<file path="config.mk">
export PLATFORM = sky130hd
export DESIGN_NAME = pipe_stage_reg_flat
export DESIGN_NICKNAME = d
export VERILOG_FILES = /design/src/rtl/pipe_stage_reg_if.sv /design/src/rtl/pipe_stage_reg.sv /design/src/flat_wrapper.sv
export SDC_FILE = /design/constraint.sdc
export NUM_CORES = 1
export LEC_CHECK = 0
export BUFFER_PORTS_ARGS = -buffer_cell sky130_fd_sc_hd__buf_2
export CAP_MARGIN = 10
export CORE_AREA = 8 8 153 155
export CTS_CLUSTER_DIAMETER = 50
export DETAILED_ROUTE_END_ITERATION = 8
export DIE_AREA = 0 0 161 163
export GPL_ROUTABILITY_DRIVEN = 0
export GPL_TIMING_DRIVEN = 0
export MAX_ROUTING_LAYER = met4
export PLACE_DENSITY = 0.65
export SETUP_SLACK_MARGIN = 0.2
export SYNTH_ARGS = -nofsm -noshare
export SYNTH_HDL_FRONTEND = slang
export SYNTH_SLANG_ARGS = --single-unit
</file>
<file path="constraint.sdc">
create_clock -name clk -period 5.38 [get_ports clk]
set_input_delay 0.538 -clock clk [delete_from_list [all_inputs] [get_ports clk]]
set_output_delay 0.538 -clock clk [all_outputs]
set_load 0.03 [all_outputs]
</file>
<file path="src/rtl/pipe_stage_reg_if.sv">
// Stage-boundary bundle for pipe_stage_reg: control, upstream slot and registered downstream slot.
// Counter signals exist only when PIPE_STAGE_PERF_EN is defined.
interface pipe_stage_reg_if #(
  parameter int DATA_W    = 32,
  parameter int NUM_WORDS = 3,
  parameter int EXC_W     = 5,
  parameter int CNT_W     = 16
);
  logic                          flush;
  logic                          stall;
  logic                          valid_in;
  logic [31:0]                   ir_in;
  logic [31:0]                   pc_in;
  logic [DATA_W*NUM_WORDS-1:0]   data_in;
  logic                          brdelay_in;
  logic [EXC_W-1:0]              exc_now_in;
  logic [EXC_W-1:0]              exc_pre_in;

  logic                          valid_out;
  logic [31:0]                   ir_out;
  logic [31:0]                   pc_out;
  logic [31:0]                   pc4_out;
  logic [31:0]                   pc8_out;
  logic [DATA_W*NUM_WORDS-1:0]   data_out;
  logic                          brdelay_out;
  logic [EXC_W-1:0]              exc_out;
`ifdef PIPE_STAGE_PERF_EN
  logic [CNT_W-1:0]              stall_cnt;
  logic [CNT_W-1:0]              bubble_cnt;

  modport master (
    output flush, stall, valid_in, ir_in, pc_in, data_in, brdelay_in, exc_now_in, exc_pre_in,
    input  valid_out, ir_out, pc_out, pc4_out, pc8_out, data_out, brdelay_out, exc_out,
    input  stall_cnt, bubble_cnt
  );

  modport slave (
    input  flush, stall, valid_in, ir_in, pc_in, data_in, brdelay_in, exc_now_in, exc_pre_in,
    output valid_out, ir_out, pc_out, pc4_out, pc8_out, data_out, brdelay_out, exc_out,
    output stall_cnt, bubble_cnt
  );
`else
  modport master (
    output flush, stall, valid_in, ir_in, pc_in, data_in, brdelay_in, exc_now_in, exc_pre_in,
    input  valid_out, ir_out, pc_out, pc4_out, pc8_out, data_out, brdelay_out, exc_out
  );

  modport slave (
    input  flush, stall, valid_in, ir_in, pc_in, data_in, brdelay_in, exc_now_in, exc_pre_in,
    output valid_out, ir_out, pc_out, pc4_out, pc8_out, data_out, brdelay_out, exc_out
  );
`endif
endinterface

</file>
<file path="src/rtl/pipe_stage_reg.sv">
// Generic inter-stage pipeline register with stall/flush, exception merge and PC+4/PC+8.
// Optional perf counters (stall_cnt, bubble_cnt) enabled by PIPE_STAGE_PERF_EN.
module pipe_stage_reg #(
  parameter int          DATA_W    = 32,
  parameter int          NUM_WORDS = 3,
  parameter int          EXC_W     = 5,
  parameter logic [31:0] PC_RESET  = 32'h0000_3000,
  parameter int          CNT_W     = 16
) (
  input logic              clk,
  input logic              reset,
  pipe_stage_reg_if.slave  bus
);

  localparam int PW = DATA_W * NUM_WORDS;

  typedef enum logic [1:0] {
    SEL_HOLD   = 2'd0,
    SEL_BUBBLE = 2'd1,
    SEL_LOAD   = 2'd2
  } sel_e;

  // The stage's own exception wins over the one inherited from earlier stages.
  function automatic logic [EXC_W-1:0] merge_exc(input logic [EXC_W-1:0] now_v,
                                                 input logic [EXC_W-1:0] pre_v);
    merge_exc = (now_v != {EXC_W{1'b0}}) ? now_v : pre_v;
  endfunction

  sel_e              sel_s;
  logic              valid_q,   valid_d;
  logic [31:0]       ir_q,      ir_d;
  logic [31:0]       pc_q,      pc_d;
  logic [PW-1:0]     data_q,    data_d;
  logic              brdelay_q, brdelay_d;
  logic [EXC_W-1:0]  exc_q,     exc_d;

  always_comb begin
    sel_s = SEL_HOLD;
    if (reset || bus.flush) begin
      sel_s = SEL_BUBBLE;
    end else if (bus.stall) begin
      sel_s = SEL_HOLD;
    end else if (bus.valid_in) begin
      sel_s = SEL_LOAD;
    end else begin
      sel_s = SEL_BUBBLE;
    end
  end

  always_comb begin
    valid_d   = valid_q;
    ir_d      = ir_q;
    pc_d      = pc_q;
    data_d    = data_q;
    brdelay_d = brdelay_q;
    exc_d     = exc_q;
    case (sel_s)
      SEL_BUBBLE: begin
        valid_d   = 1'b0;
        ir_d      = 32'h0000_0000;
        pc_d      = PC_RESET;
        data_d    = {PW{1'b0}};
        brdelay_d = 1'b0;
        exc_d     = {EXC_W{1'b0}};
      end
      SEL_LOAD: begin
        valid_d   = 1'b1;
        ir_d      = bus.ir_in;
        pc_d      = bus.pc_in;
        data_d    = bus.data_in;
        brdelay_d = bus.brdelay_in;
        exc_d     = merge_exc(bus.exc_now_in, bus.exc_pre_in);
      end
      SEL_HOLD: begin
        valid_d   = valid_q;
      end
      default: begin
        valid_d   = 1'b0;
        ir_d      = 32'h0000_0000;
        pc_d      = PC_RESET;
        data_d    = {PW{1'b0}};
        brdelay_d = 1'b0;
        exc_d     = {EXC_W{1'b0}};
      end
    endcase
  end

  always_ff @(posedge clk) begin
    valid_q   <= valid_d;
    ir_q      <= ir_d;
    pc_q      <= pc_d;
    data_q    <= data_d;
    brdelay_q <= brdelay_d;
    exc_q     <= exc_d;
  end

  assign bus.valid_out   = valid_q;
  assign bus.ir_out      = ir_q;
  assign bus.pc_out      = pc_q;
  assign bus.pc4_out     = pc_q + 32'd4;
  assign bus.pc8_out     = pc_q + 32'd8;
  assign bus.data_out    = data_q;
  assign bus.brdelay_out = brdelay_q;
  assign bus.exc_out     = exc_q;

`ifdef PIPE_STAGE_PERF_EN
  localparam logic [CNT_W-1:0] CNT_MAX = {CNT_W{1'b1}};
  localparam logic [CNT_W-1:0] CNT_ONE = {{(CNT_W-1){1'b0}}, 1'b1};

  logic             stall_inc_s;
  logic             bubble_inc_s;
  logic [CNT_W-1:0] stall_cnt_q,  stall_cnt_d;
  logic [CNT_W-1:0] bubble_cnt_q, bubble_cnt_d;

  // Reset-driven bubbles are not counted; only flush and empty upstream slots.
  assign stall_inc_s  = !reset && !bus.flush && bus.stall;
  assign bubble_inc_s = !reset && (bus.flush || (!bus.stall && !bus.valid_in));

  always_comb begin
    stall_cnt_d  = stall_cnt_q;
    bubble_cnt_d = bubble_cnt_q;
    if (reset) begin
      stall_cnt_d  = {CNT_W{1'b0}};
      bubble_cnt_d = {CNT_W{1'b0}};
    end else begin
      if (stall_inc_s && (stall_cnt_q != CNT_MAX)) begin
        stall_cnt_d = stall_cnt_q + CNT_ONE;
      end else begin
        stall_cnt_d = stall_cnt_q;
      end
      if (bubble_inc_s && (bubble_cnt_q != CNT_MAX)) begin
        bubble_cnt_d = bubble_cnt_q + CNT_ONE;
      end else begin
        bubble_cnt_d = bubble_cnt_q;
      end
    end
  end

  always_ff @(posedge clk) begin
    stall_cnt_q  <= stall_cnt_d;
    bubble_cnt_q <= bubble_cnt_d;
  end

  assign bus.stall_cnt  = stall_cnt_q;
  assign bus.bubble_cnt = bubble_cnt_q;
`endif

endmodule
</file>
<file path="src/flat_wrapper.sv">
// flat-port wrapper written by rule: the top's interface ports become plain ports
module pipe_stage_reg_flat 
#(
  parameter int          DATA_W    = 32,
  parameter int          NUM_WORDS = 3,
  parameter int          EXC_W     = 5,
  parameter logic [31:0] PC_RESET  = 32'h0000_3000,
  parameter int          CNT_W     = 16
)
  (clk, reset, bus_flush, bus_stall, bus_valid_in, bus_ir_in, bus_pc_in, bus_data_in, bus_brdelay_in, bus_exc_now_in, bus_exc_pre_in, bus_valid_out, bus_ir_out, bus_pc_out, bus_pc4_out, bus_pc8_out, bus_data_out, bus_brdelay_out, bus_exc_out);
  pipe_stage_reg_if #(.DATA_W(DATA_W), .NUM_WORDS(NUM_WORDS), .EXC_W(EXC_W), .CNT_W(CNT_W)) bus_i ();
  input logic clk;
  input logic reset;
  input wire logic [$bits(bus_i.flush)-1:0] bus_flush;
  input wire logic [$bits(bus_i.stall)-1:0] bus_stall;
  input wire logic [$bits(bus_i.valid_in)-1:0] bus_valid_in;
  input wire logic [$bits(bus_i.ir_in)-1:0] bus_ir_in;
  input wire logic [$bits(bus_i.pc_in)-1:0] bus_pc_in;
  input wire logic [$bits(bus_i.data_in)-1:0] bus_data_in;
  input wire logic [$bits(bus_i.brdelay_in)-1:0] bus_brdelay_in;
  input wire logic [$bits(bus_i.exc_now_in)-1:0] bus_exc_now_in;
  input wire logic [$bits(bus_i.exc_pre_in)-1:0] bus_exc_pre_in;
  output wire logic [$bits(bus_i.valid_out)-1:0] bus_valid_out;
  output wire logic [$bits(bus_i.ir_out)-1:0] bus_ir_out;
  output wire logic [$bits(bus_i.pc_out)-1:0] bus_pc_out;
  output wire logic [$bits(bus_i.pc4_out)-1:0] bus_pc4_out;
  output wire logic [$bits(bus_i.pc8_out)-1:0] bus_pc8_out;
  output wire logic [$bits(bus_i.data_out)-1:0] bus_data_out;
  output wire logic [$bits(bus_i.brdelay_out)-1:0] bus_brdelay_out;
  output wire logic [$bits(bus_i.exc_out)-1:0] bus_exc_out;
  assign bus_i.flush = bus_flush;
  assign bus_i.stall = bus_stall;
  assign bus_i.valid_in = bus_valid_in;
  assign bus_i.ir_in = bus_ir_in;
  assign bus_i.pc_in = bus_pc_in;
  assign bus_i.data_in = bus_data_in;
  assign bus_i.brdelay_in = bus_brdelay_in;
  assign bus_i.exc_now_in = bus_exc_now_in;
  assign bus_i.exc_pre_in = bus_exc_pre_in;
  assign bus_valid_out = bus_i.valid_out;
  assign bus_ir_out = bus_i.ir_out;
  assign bus_pc_out = bus_i.pc_out;
  assign bus_pc4_out = bus_i.pc4_out;
  assign bus_pc8_out = bus_i.pc8_out;
  assign bus_data_out = bus_i.data_out;
  assign bus_brdelay_out = bus_i.brdelay_out;
  assign bus_exc_out = bus_i.exc_out;
  pipe_stage_reg #(.DATA_W(DATA_W), .NUM_WORDS(NUM_WORDS), .EXC_W(EXC_W), .PC_RESET(PC_RESET), .CNT_W(CNT_W)) u_core (.clk(clk), .reset(reset), .bus(bus_i));
endmodule
</file>
; After elaboration in Yosys (flattened, before gate mapping)
; Index checks and enable logic that the tools add are counted.
[totals]
reg_bits = 167
inputBits = 176
elab_cells = 22
[op_classes]
add_sub_neg = 2
n_eq_ne = 1
muxes = 10
n_reduce_logical = 3
[ops]
columns = op, n
row1 = case mux 96 bit (2 select lines), 1
row2 = case mux 32 bit (2 select lines), 2
row3 = "adder 32 x 3 -> 32 bit, second input constant", 1
row4 = "adder 32 x 4 -> 32 bit, second input constant", 1
row5 = case mux 5 bit (2 select lines), 1
row6 = 2-to-1 mux 2 bit, 3
row7 = 2-to-1 mux 5 bit, 1
row8 = nonzero test 5 bit, 1
row9 = case mux 1 bit (2 select lines), 2
row10 = "== test 2 bit, second input constant", 1
row11 = zero test 2 bit, 1
row12 = logical OR 1 bit, 1

; Logic depth before layout (Yosys ltp)
; Gate-level depths: netlist of the first run.
[logic_depth]
ltp_word = 5
mapped_depth = 6
depth_no_buf = 5

; Worst setup path after synthesis of the first run
; Ideal clock, no wire load.
[synth_path]
kind = in2reg
from = input port bus_flush
to = register u_core.brdelay_q (netlist: u_core.bus.brdelay_out) (enable)
setup_ns = 1.381
t_arrival_ns = 3.389
setup_slack_ns = 0.610
cell_stages = 2
n_path_buf = 0
cell_sequence = nor2_1 -> nand2_1
[synth_via]
elab_chain_len = 3
[synth_lines]
columns = element, line_no
row1 = from (decl), flat_wrapper.sv:14  ; input wire logic [$bits(bus_i.flush)-1:0] bus_flush;
row2 = logical OR 1 bit, pipe_stage_reg.sv:39  ; if (reset || bus.flush) begin
row3 = 2-to-1 mux 2 bit, pipe_stage_reg.sv:39
row4 = zero test 2 bit, pipe_stage_reg.sv:57  ; case (sel_s)
row5 = to (signal assigned), pipe_stage_reg.sv:93  ; brdelay_q <= brdelay_d;
row6 = to (decl), pipe_stage_reg.sv:34  ; logic brdelay_q, brdelay_d;
; Every way passes these cells.
; A chain may end at the register's enable or synchronous reset.

; Worst setup path after layout of the first run
[layout_path]
from = register u_core.pc_q[3] (netlist: u_core.bus.pc_out[3])
to = output port bus_pc4_out[31]
[layout_via]
elab_chain_len = 1
[layout_lines]
columns = element, line_no
row1 = from (decl), pipe_stage_reg.sv:32  ; logic [31:0] pc_q, pc_d;
row2 = from (signal assigned), pipe_stage_reg.sv:91  ; pc_q <= pc_d;
row3 = adder 32 x 3 -> 32 bit, pipe_stage_reg.sv:100  ; assign bus.pc4_out = pc_q + 32'd4;
row4 = to (decl), flat_wrapper.sv:26  ; output wire logic [$bits(bus_i.pc4_out)-1:0] bus_pc4_out;
; Every way passes these cells.

==> impl_results.md, run 1 <==
- Outcome: complete, no violations
- Starting Density: 35.0%
- Net load switching power: 0.879 mW
- Antenna violations before repair: 7
- Detailed Routing Iterations Pass 1: 5
- Synth Area in Compound Gates: 0.344%
- CTS Sinks: 167
- Instance area after placement: around 10000 um^2
- Pin count of the biggest net entering global routing: 69
- Routed wire length: 23000 um
- Worst Tran Pin Value: around 0.71 ns
- Max-cap violations: 0
- Area overhead of the layout relative to synthesis: 41.9%
- Avg WL per Cell: 18.5 um
- Unrepaired setup endpoints after global routing: no
- Hold violation total from the final report: 0
- Postcts setup bufs: 0
- Total setup violations reported at the end of the flow: 0
- Die area: ~26000 um^2
- Post-synthesis area per instance: 14.1 um^2
- Main combinational cell family by area after synthesis: simple AND/OR/NAND/NOR gates
- Fraction of final layout cells with drive strength greater than 1: 48.4%
- Core box area: 20800 um^2
- Clock network power share: 38.6%
- Cell taking the most area after synthesis: sky130_fd_sc_hd__edfxtp_1
- Grt total ovfl: 0
- Share of the synthesized area in the top cell type: 68.8%
- Seq pwr share: a little under half
- Final worst path period need: 3.25 ns
- Clock edge transition at the registers on the reported setup and hold paths: 0.07 ns
- Initial DRC count: about 300
- Worst slew slack as a fraction of its limit: between 50% and 60%
- H-tree levels: 4
- Synth Area in Adders: 0.344%
- Top library cells by usage in the layout, fill and taps aside: 409 x sky130_fd_sc_hd__buf_2, 167 x sky130_fd_sc_hd__edfxtp_1, 162 x sky130_fd_sc_hd__and2_1
- Maximum buffer depth of the clock tree: 2
- Via density: 4.44
- Detailed-placement wirelength estimate: 18900 um
- Path class of the lowest-slack min-delay path: input port to flip-flop
- Internal cell power: between 2 and 2.5 mW
- Hold WS: 0.378 ns
- Synth Area in XOR/XNOR: 6.61%
- Number of global-route vias before repair: around 5.7k
- Sequential fraction of the synthesis area: 68.8%
- Aggregate global-route resource usage: 17.2%
- Syn_nets: ~700
- Quantity of gates resized following cts: 0
- Number of filler cells placed in the layout: 1918
- IO Port Bufs: 406
- Buffer type at the clock tree root: sky130_fd_sc_hd__clkbuf_16
- Crit end category: output pin
- Worst-case vdd ir drop: 235 uV
- Number of primary I/O pins: 407
- Cell types with the largest area share after synthesis: sky130_fd_sc_hd__edfxtp_1 69%, sky130_fd_sc_hd__and2_1 14%, sky130_fd_sc_hd__xor2_1 3.5%, sky130_fd_sc_hd__xnor2_1 3.1%, sky130_fd_sc_hd__nand3_1 1.0%
- Max Clk Rate: 307 MHz
- Slew Viols, Final: 0
- Yosys reg bits: roughly 170
- Combinational power share: 13.8%
- Type of element launching the critical path: flip-flop
- Count of standard-cell rows: 53
- Number of nets in the layout: 1123
- Share of the cycle needed by the critical path after routing: approximately 60%
- TritonCTS clock tree: done
- Via count: about 5.5k
- Required time reported for the critical path endpoint: 4.84 ns
- Fin cells: 1240
- Commonest non-fill, non-tap cell in the layout: sky130_fd_sc_hd__buf_2
- Leakage power: 5.10 nW
- Post-DRT Antenna Nets: 0
- Post-synthesis cell area: 7280 um^2
- Global-route wire length before repair: around 33000 um
- Cells after Synth: 518
- Worst setup slack before clock tree synthesis: 2.56 ns
- Die H: 163 um
- Highest net fanout along the worst path: 7
- Crit path setup slack, layout: 2.13 ns
- Non-Filler Cell Area, Final: around 10000 um^2
- Cell count after placement: 1201
- Yosys warnings: 0
- Clock buffers created by TritonCTS: 17
- Number of DRC violations after detailed routing: 0
- Category of the critical setup timing path: flip-flop to output pin
- # hold bufs at CTS: 0
- Width of the chip: 161 um
- Power density over the cells: ~310 nW/um^2
- Share of total power consumed by net switching: between 20% and 30%
- Share of synthesized cell area in and, or, nand and nor gates: 21.6%
- Data arrival time of the critical path: 2.72 ns
- Fraction of synthesized area in multiplexers: 0%
- Number of distinct library cell variants in the gate-level netlist after synthesis: 28
-- cell usage after synthesis (all sizes together) --
master  instances
nand3b          1
and4            4
nand3          15
and2          162
xor2           29
and3            4
clkbuf         20
xnor2          26
nor2           17
edfxtp        167
nand4          12
clkinv          1
or4             2
inv             6
a21oi           5
nor3           13
ha              2
buf             9
nand2b          2
nand2          13
nor4            8
-- flip-flops by register name (all words and copies together), names as in the netlist --
register / flops
u_core.bus.brdelay_out: 1
u_core.bus.exc_out: 5
u_core.bus.data_out: 96
u_core.bus.pc_out: 32
u_core.bus.ir_out: 32
u_core.bus.valid_out: 1
-- final cells by class --
| cell class | count | area, um^2 | share of cell area [%] |
|---|---|---|---|
| Timing Repair Buffer | 408 | 2090 | 20.2 |
| Antenna cell | 7 | 17.5 | 0.169 |
| Buffer | 29 | 139 | 1.34 |
| Sequential cell | 167 | 5010 | 48.5 |
| Multi-Input combinational cell | 315 | 2110 | 20.4 |
| Inverter | 7 | 26.3 | 0.254 |
| Clock buffer | 18 | 429 | 4.15 |
| Tap cell | 275 | 344 | 3.33 |
| Clock inverter | 14 | 165 | 1.60 |
-- power by group through the flow --
stage	combinational, mW	clock [mW]	sequential (mW)
2_1_floorplan	0.120	0	1.71
3_3_place_gp	0.441	0	1.57
3_5_place_dp	0.448	0	1.56
4_1_cts	0.449	1.26	1.53
5_1_grt	0.467	1.32	1.54
6_report	0.442	1.24	1.53
-- worst max-delay path, stage by stage (launching register included) --
cell and delay [ns]:
sky130_fd_sc_hd__edfxtp_1 0.52, sky130_fd_sc_hd__ha_1 0.34, sky130_fd_sc_hd__nand2_1 0.18, sky130_fd_sc_hd__nor4_2 0.68, sky130_fd_sc_hd__nand4_1 0.20, sky130_fd_sc_hd__xnor2_1 0.17
sky130_fd_sc_hd__buf_2 0.21
-- worst paths after layout --
path / startpoint / end / cells after the start
worst max-delay path: u_core.bus.pc_out[3] / bus_pc4_out[31] / 6
worst min-delay path: bus_pc_in[12] / u_core.bus.pc_out[12] / 2
-- through the flow --
step	power (mW)	util (%)	TNS [ns]
finish	3.21	49.6	0
detailed placement	2.01	46.7	0
global route	3.32	49.6	0
CTS	3.24	49.5	0
global placement	2.01	46.4	-199.40
floorplan	1.83	-	0
-- cell families after synthesis --
group	count (synthesis)
buffers and inverters	36
adders and majority gates	2
DFF	167
AOI/OAI and AO/OA	5
and+or+nand+nor	253
xor gates and xnor gates	55
-- layer usage --
layer / vias to the layer above / routed length, um / global-route usage (%) / part of all wire [%]
li1: 2667 / - / - / -
met1: 2507 / 8470 / 17.4 / 37
met2: 298 / 11700 / 29.2 / 51
met3: 31 / 2370 / 7.33 / 10
met4: 0 / 500 / 6.31 / 2.2
met5: - / 0 / - / 0
Note: power is estimated with default switching activity, not from simulation.
==> inputs of run 2 (changes only) <==
--- a/config.mk
+++ b/config.mk
@@ -5,6 +5,7 @@
 export SDC_FILE = /design/constraint.sdc
 export NUM_CORES = 1
 export LEC_CHECK = 0
+export ABC_AREA = 1
 export BUFFER_PORTS_ARGS = -buffer_cell sky130_fd_sc_hd__buf_2
 export CAP_MARGIN = 10
 export CORE_AREA = 8 8 153 155
@@ -14,7 +15,7 @@
 export GPL_ROUTABILITY_DRIVEN = 0
 export GPL_TIMING_DRIVEN = 0
 export MAX_ROUTING_LAYER = met4
-export PLACE_DENSITY = 0.65
+export PLACE_DENSITY = 0.68
 export SETUP_SLACK_MARGIN = 0.2
 export SYNTH_ARGS = -nofsm -noshare
 export SYNTH_HDL_FRONTEND = slang
==> constraint.sdc (replaced) <==
create_clock -name clk -period 3.35 [get_ports clk]
set_input_delay 0.335 -clock clk [delete_from_list [all_inputs] [get_ports clk]]
set_output_delay 0.335 -clock clk [all_outputs]
set_load 0.03 [all_outputs]
==> impl_results.md, run 2 <==
- Detailed Routing Iterations Pass 1: 5 (unchanged)
- Worst slew slack as a fraction of its limit: 51.9% (-0.51 points)
- Die area: 26200 um^2 (unchanged)
- Highest net fanout along the worst path: 6 (-1)
- Category of the critical setup timing path: flip-flop to output pin
- Quantity of gates resized following cts: 0 (unchanged)
- Uppermost routed layer: met4
- CTS Sinks: 167 (unchanged)
- Type of element launching the critical path: flip-flop
- Maximum buffer depth of the clock tree: 2 (unchanged)
- Number of primary I/O pins: 407 (unchanged)
- Combinational power share: 14.8% (+1.0 points)
- Top library cells by usage in the layout, fill and taps aside: 411 x sky130_fd_sc_hd__buf_2, 200 x sky130_fd_sc_hd__nor2_1, 198 x sky130_fd_sc_hd__inv_1
- Clock edge transition at the registers on the reported setup and hold paths: 0.07 ns (about the same)
- Flip-flop count of the largest register, all copies and words added: 96 (unchanged)
- Data arrival time of the critical path: 2.33 ns (-0.39 ns)
- Clock network power share: 37.0% (-1.6 points)
- Hold violation total from the final report: 0 (unchanged)
- Initial DRC count: 483 (+65%)
- Seq pwr share: 48.2% (+0.5 points)
- Aggregate global-route resource usage: 19.5% (+2.3 points)
- Clock buffers created by TritonCTS: 17 (unchanged)
- Sequential fraction of the synthesis area: 63.5% (-5.3 points)
- Max Clk Rate: approximately 370 MHz
- Share of the synthesized area in the top cell type: 63.5% (-5.3 points)
- Max-cap violations: 0 (unchanged)
- Count of standard-cell rows: 53 (unchanged)
- Cell types with the largest area share after synthesis: sky130_fd_sc_hd__edfxtp_1 64%, sky130_fd_sc_hd__nor2_1 9.5%, sky130_fd_sc_hd__inv_1 9.4%, sky130_fd_sc_hd__nand2_1 5.6%, sky130_fd_sc_hd__xor2_1 2.4%
- Detailed-placement wirelength estimate: 21100 um (+12%)
- Buffer type at the clock tree root: sky130_fd_sc_hd__clkbuf_16
- Width of the chip: 161 um (unchanged)
- Cell count after placement: 1495 (+24%)
- Commonest non-fill, non-tap cell in the layout: sky130_fd_sc_hd__buf_2
- TritonCTS clock tree: done
- Most instantiated flip-flop cell in the synthesis netlist: sky130_fd_sc_hd__edfxtp_1
- Yosys warnings: 0 (unchanged)
- Required time reported for the critical path endpoint: 3.01 ns (-1.83 ns)
- H-tree levels: 4 (unchanged)
- Met2 WL post-DR: 13700 um (+18%)
- Slew Viols, Final: 0 (unchanged)
- Proportion of synthesized flip-flops having asynchronous set or reset: 0% (unchanged)
- Routed wire length: 26100 um (+13%)
- Final worst path period need: 2.67 ns
- Number of global-route vias before repair: 6985 (+23%)
- # hold bufs at CTS: 0 (unchanged)
- Share of the cycle needed by the critical path after routing: between 70% and 80%
- Number of distinct library cell variants in the gate-level netlist after synthesis: 25 (-11%)
- Yosys reg bits: 167 (unchanged)
- Total setup violations reported at the end of the flow: 0 (unchanged)
- Fin cells: 1530 (+23%)
- Path class of the lowest-slack min-delay path: input port to flip-flop
- Most used standard cell by instance count after synthesis: sky130_fd_sc_hd__nor2_1
- Cell taking the most area after synthesis: sky130_fd_sc_hd__edfxtp_1
- Post-synthesis cell area: 7890 um^2 (+8.3%)
- Internal cell power: 3.61 mW (+55%)
- Post-DRT Antenna Nets: 0 (unchanged)
- Worst Tran Pin Value: 0.722 ns (+0.0141 ns)
- Cells after Synth: 813 (+57%)
- Start point of the critical path: u_core.bus.pc_out[4]
- Crit end category: output pin
- Core box area: 20800 um^2 (unchanged)
- Post-synthesis area per instance: 9.71 um^2 (-31%)
- Area overhead of the layout relative to synthesis: 37.9%
- Crit path setup slack, layout: 0.680 ns (-1.45 ns)
- Fraction of final layout cells with drive strength greater than 1: 39.0% (-9.5 points)
- Top post-synthesis cells by count: 200 x sky130_fd_sc_hd__nor2_1, 198 x sky130_fd_sc_hd__inv_1, 167 x sky130_fd_sc_hd__edfxtp_1, 117 x sky130_fd_sc_hd__nand2_1, 25 x sky130_fd_sc_hd__nand3_1
- Worst-case vdd ir drop: 300 uV (+28%)
- Via density: 4.40 (-0.94%)
- Starting Density: 37.9% (+2.9 points)
- Number of nets in the layout: 1417 (+26%)
- Outcome: complete, no violations
- Share of total power consumed by net switching: 29.4% (+2.0 points)
- Antenna violations before repair: 3 (-4)
- Met1 wire length: 9180 um (+8.5%)
- Number of DRC violations after detailed routing: 0 (unchanged)
- Postcts setup bufs: 0 (unchanged)
- Worst setup slack before clock tree synthesis: 1.13 ns (-1.43 ns)
- Leakage power: 6.12 nW (+20%)
- Syn_nets: 991 (+42%)
- Via count: 6726 (+22%)
- WL met3: 2570 um (+8.5%)
- Net load switching power: 1.50 mW (+71%)
- Pin count of the biggest net entering global routing: 100 (+45%)
- Post-synth EDFFs: 167 (unchanged)
- Avg WL per Cell: 17.0 um (-8.2%)
- IO Port Bufs: 406 (unchanged)
- Global-route wire length before repair: 38100 um (+15%)
- Grt total ovfl: 0 (unchanged)
- Unrepaired setup endpoints after global routing: no
- Power density over the cells: 470 nW/um^2 (+51%)
- Die H: 163 um (unchanged)
- Critical path destination: bus_pc4_out[17]
-- run 2: changes by cell type after synthesis, sizes merged, moves of 12 or more --
| cell | before | now |
|---|---|---|
| xnor2 | 26 | 7 |
| nor2 | 17 | 223 |
| and2 | 162 | 0 |
| nand2 | 13 | 128 |
| inv | 6 | 199 |
| nor3 | 13 | 1 |
-- run 2: logic make-up after synthesis --
group,share of synthesized area (%)
simple gates,21.3
buf+inv,10.9
xor+xnor,3.42
flops,63.5
compound gates,0.555
fa+ha+maj,0.317
-- run 2: final cells by class --
type                            instances  area (um^2)
Sequential cell                       167         5010
Tap cell                              275          344
Inverter                              199          747
Buffer                                 23          111
Clock buffer                           18          429
Antenna cell                            3         7.51
Timing Repair Buffer                  407         2060
Fill cell                            1999         9940
Multi-Input combinational cell        424         2030
Clock inverter                         14          136
-- run 2: stage by stage --
stage | instance area, um^2 | hold WS [ns] | power (mW) | TNS [ns] | utilization (%)
floorplan | 7890 | 0.516 | 2.96 | 0 | -
global placement | 10300 | 0.600 | 3.27 | -101.97 | 49.3
detailed placement | 10300 | 0.604 | 3.28 | 0 | 49.5
CTS | 10900 | 0.159 | 5.17 | 0 | 52.2
global route | 10900 | 0.167 | 5.30 | 0 | 52.3
finish | 10900 | 0.180 | 5.12 | 0 | 52.3
-- run 2: per-layer routing --
| metal | up-vias | global-route usage, % |
|---|---|---|
| li1 | 3313 | - |
| met1 | 3064 | 18.7 |
| met2 | 316 | 34.9 |
| met3 | 33 | 7.91 |
| met4 | 0 | 6.82 |
| met5 | - | - |
-- run 2: worst max-delay path, stage by stage, from the launching register on --
cell	delay (ns)
sky130_fd_sc_hd__edfxtp_1	0.47
sky130_fd_sc_hd__ha_1	0.27
sky130_fd_sc_hd__nand2_1	0.21
sky130_fd_sc_hd__nor2_8	0.22
sky130_fd_sc_hd__nand2_4	0.11
sky130_fd_sc_hd__nor2_2	0.13
sky130_fd_sc_hd__xor2_1	0.25
sky130_fd_sc_hd__buf_2	0.26
-- run 2: how the worst min path moves through the flow --
stage,from,to,slack (ns),cells after the start
detailed placement,bus_pc_in[13],u_core.bus.pc_out[13],0.60,2
CTS,bus_pc_in[13],u_core.bus.pc_out[13],0.16,2
global route,bus_pc_in[13],u_core.bus.pc_out[13],0.17,2
floorplan,bus_pc_in[12],u_core.bus.pc_out[12],0.52,1
global placement,bus_pc_in[12],u_core.bus.pc_out[12],0.60,2
finish,bus_pc_in[13],u_core.bus.pc_out[13],0.18,2
-- run 2: power groups by stage --
stage,combinational [mW],clock (mW),sequential [mW]
floorplan,0.223,0,2.73
global placement,0.754,0,2.52
detailed placement,0.765,0,2.51
CTS,0.767,1.93,2.47
global route,0.808,2.01,2.48
finish,0.756,1.89,2.47
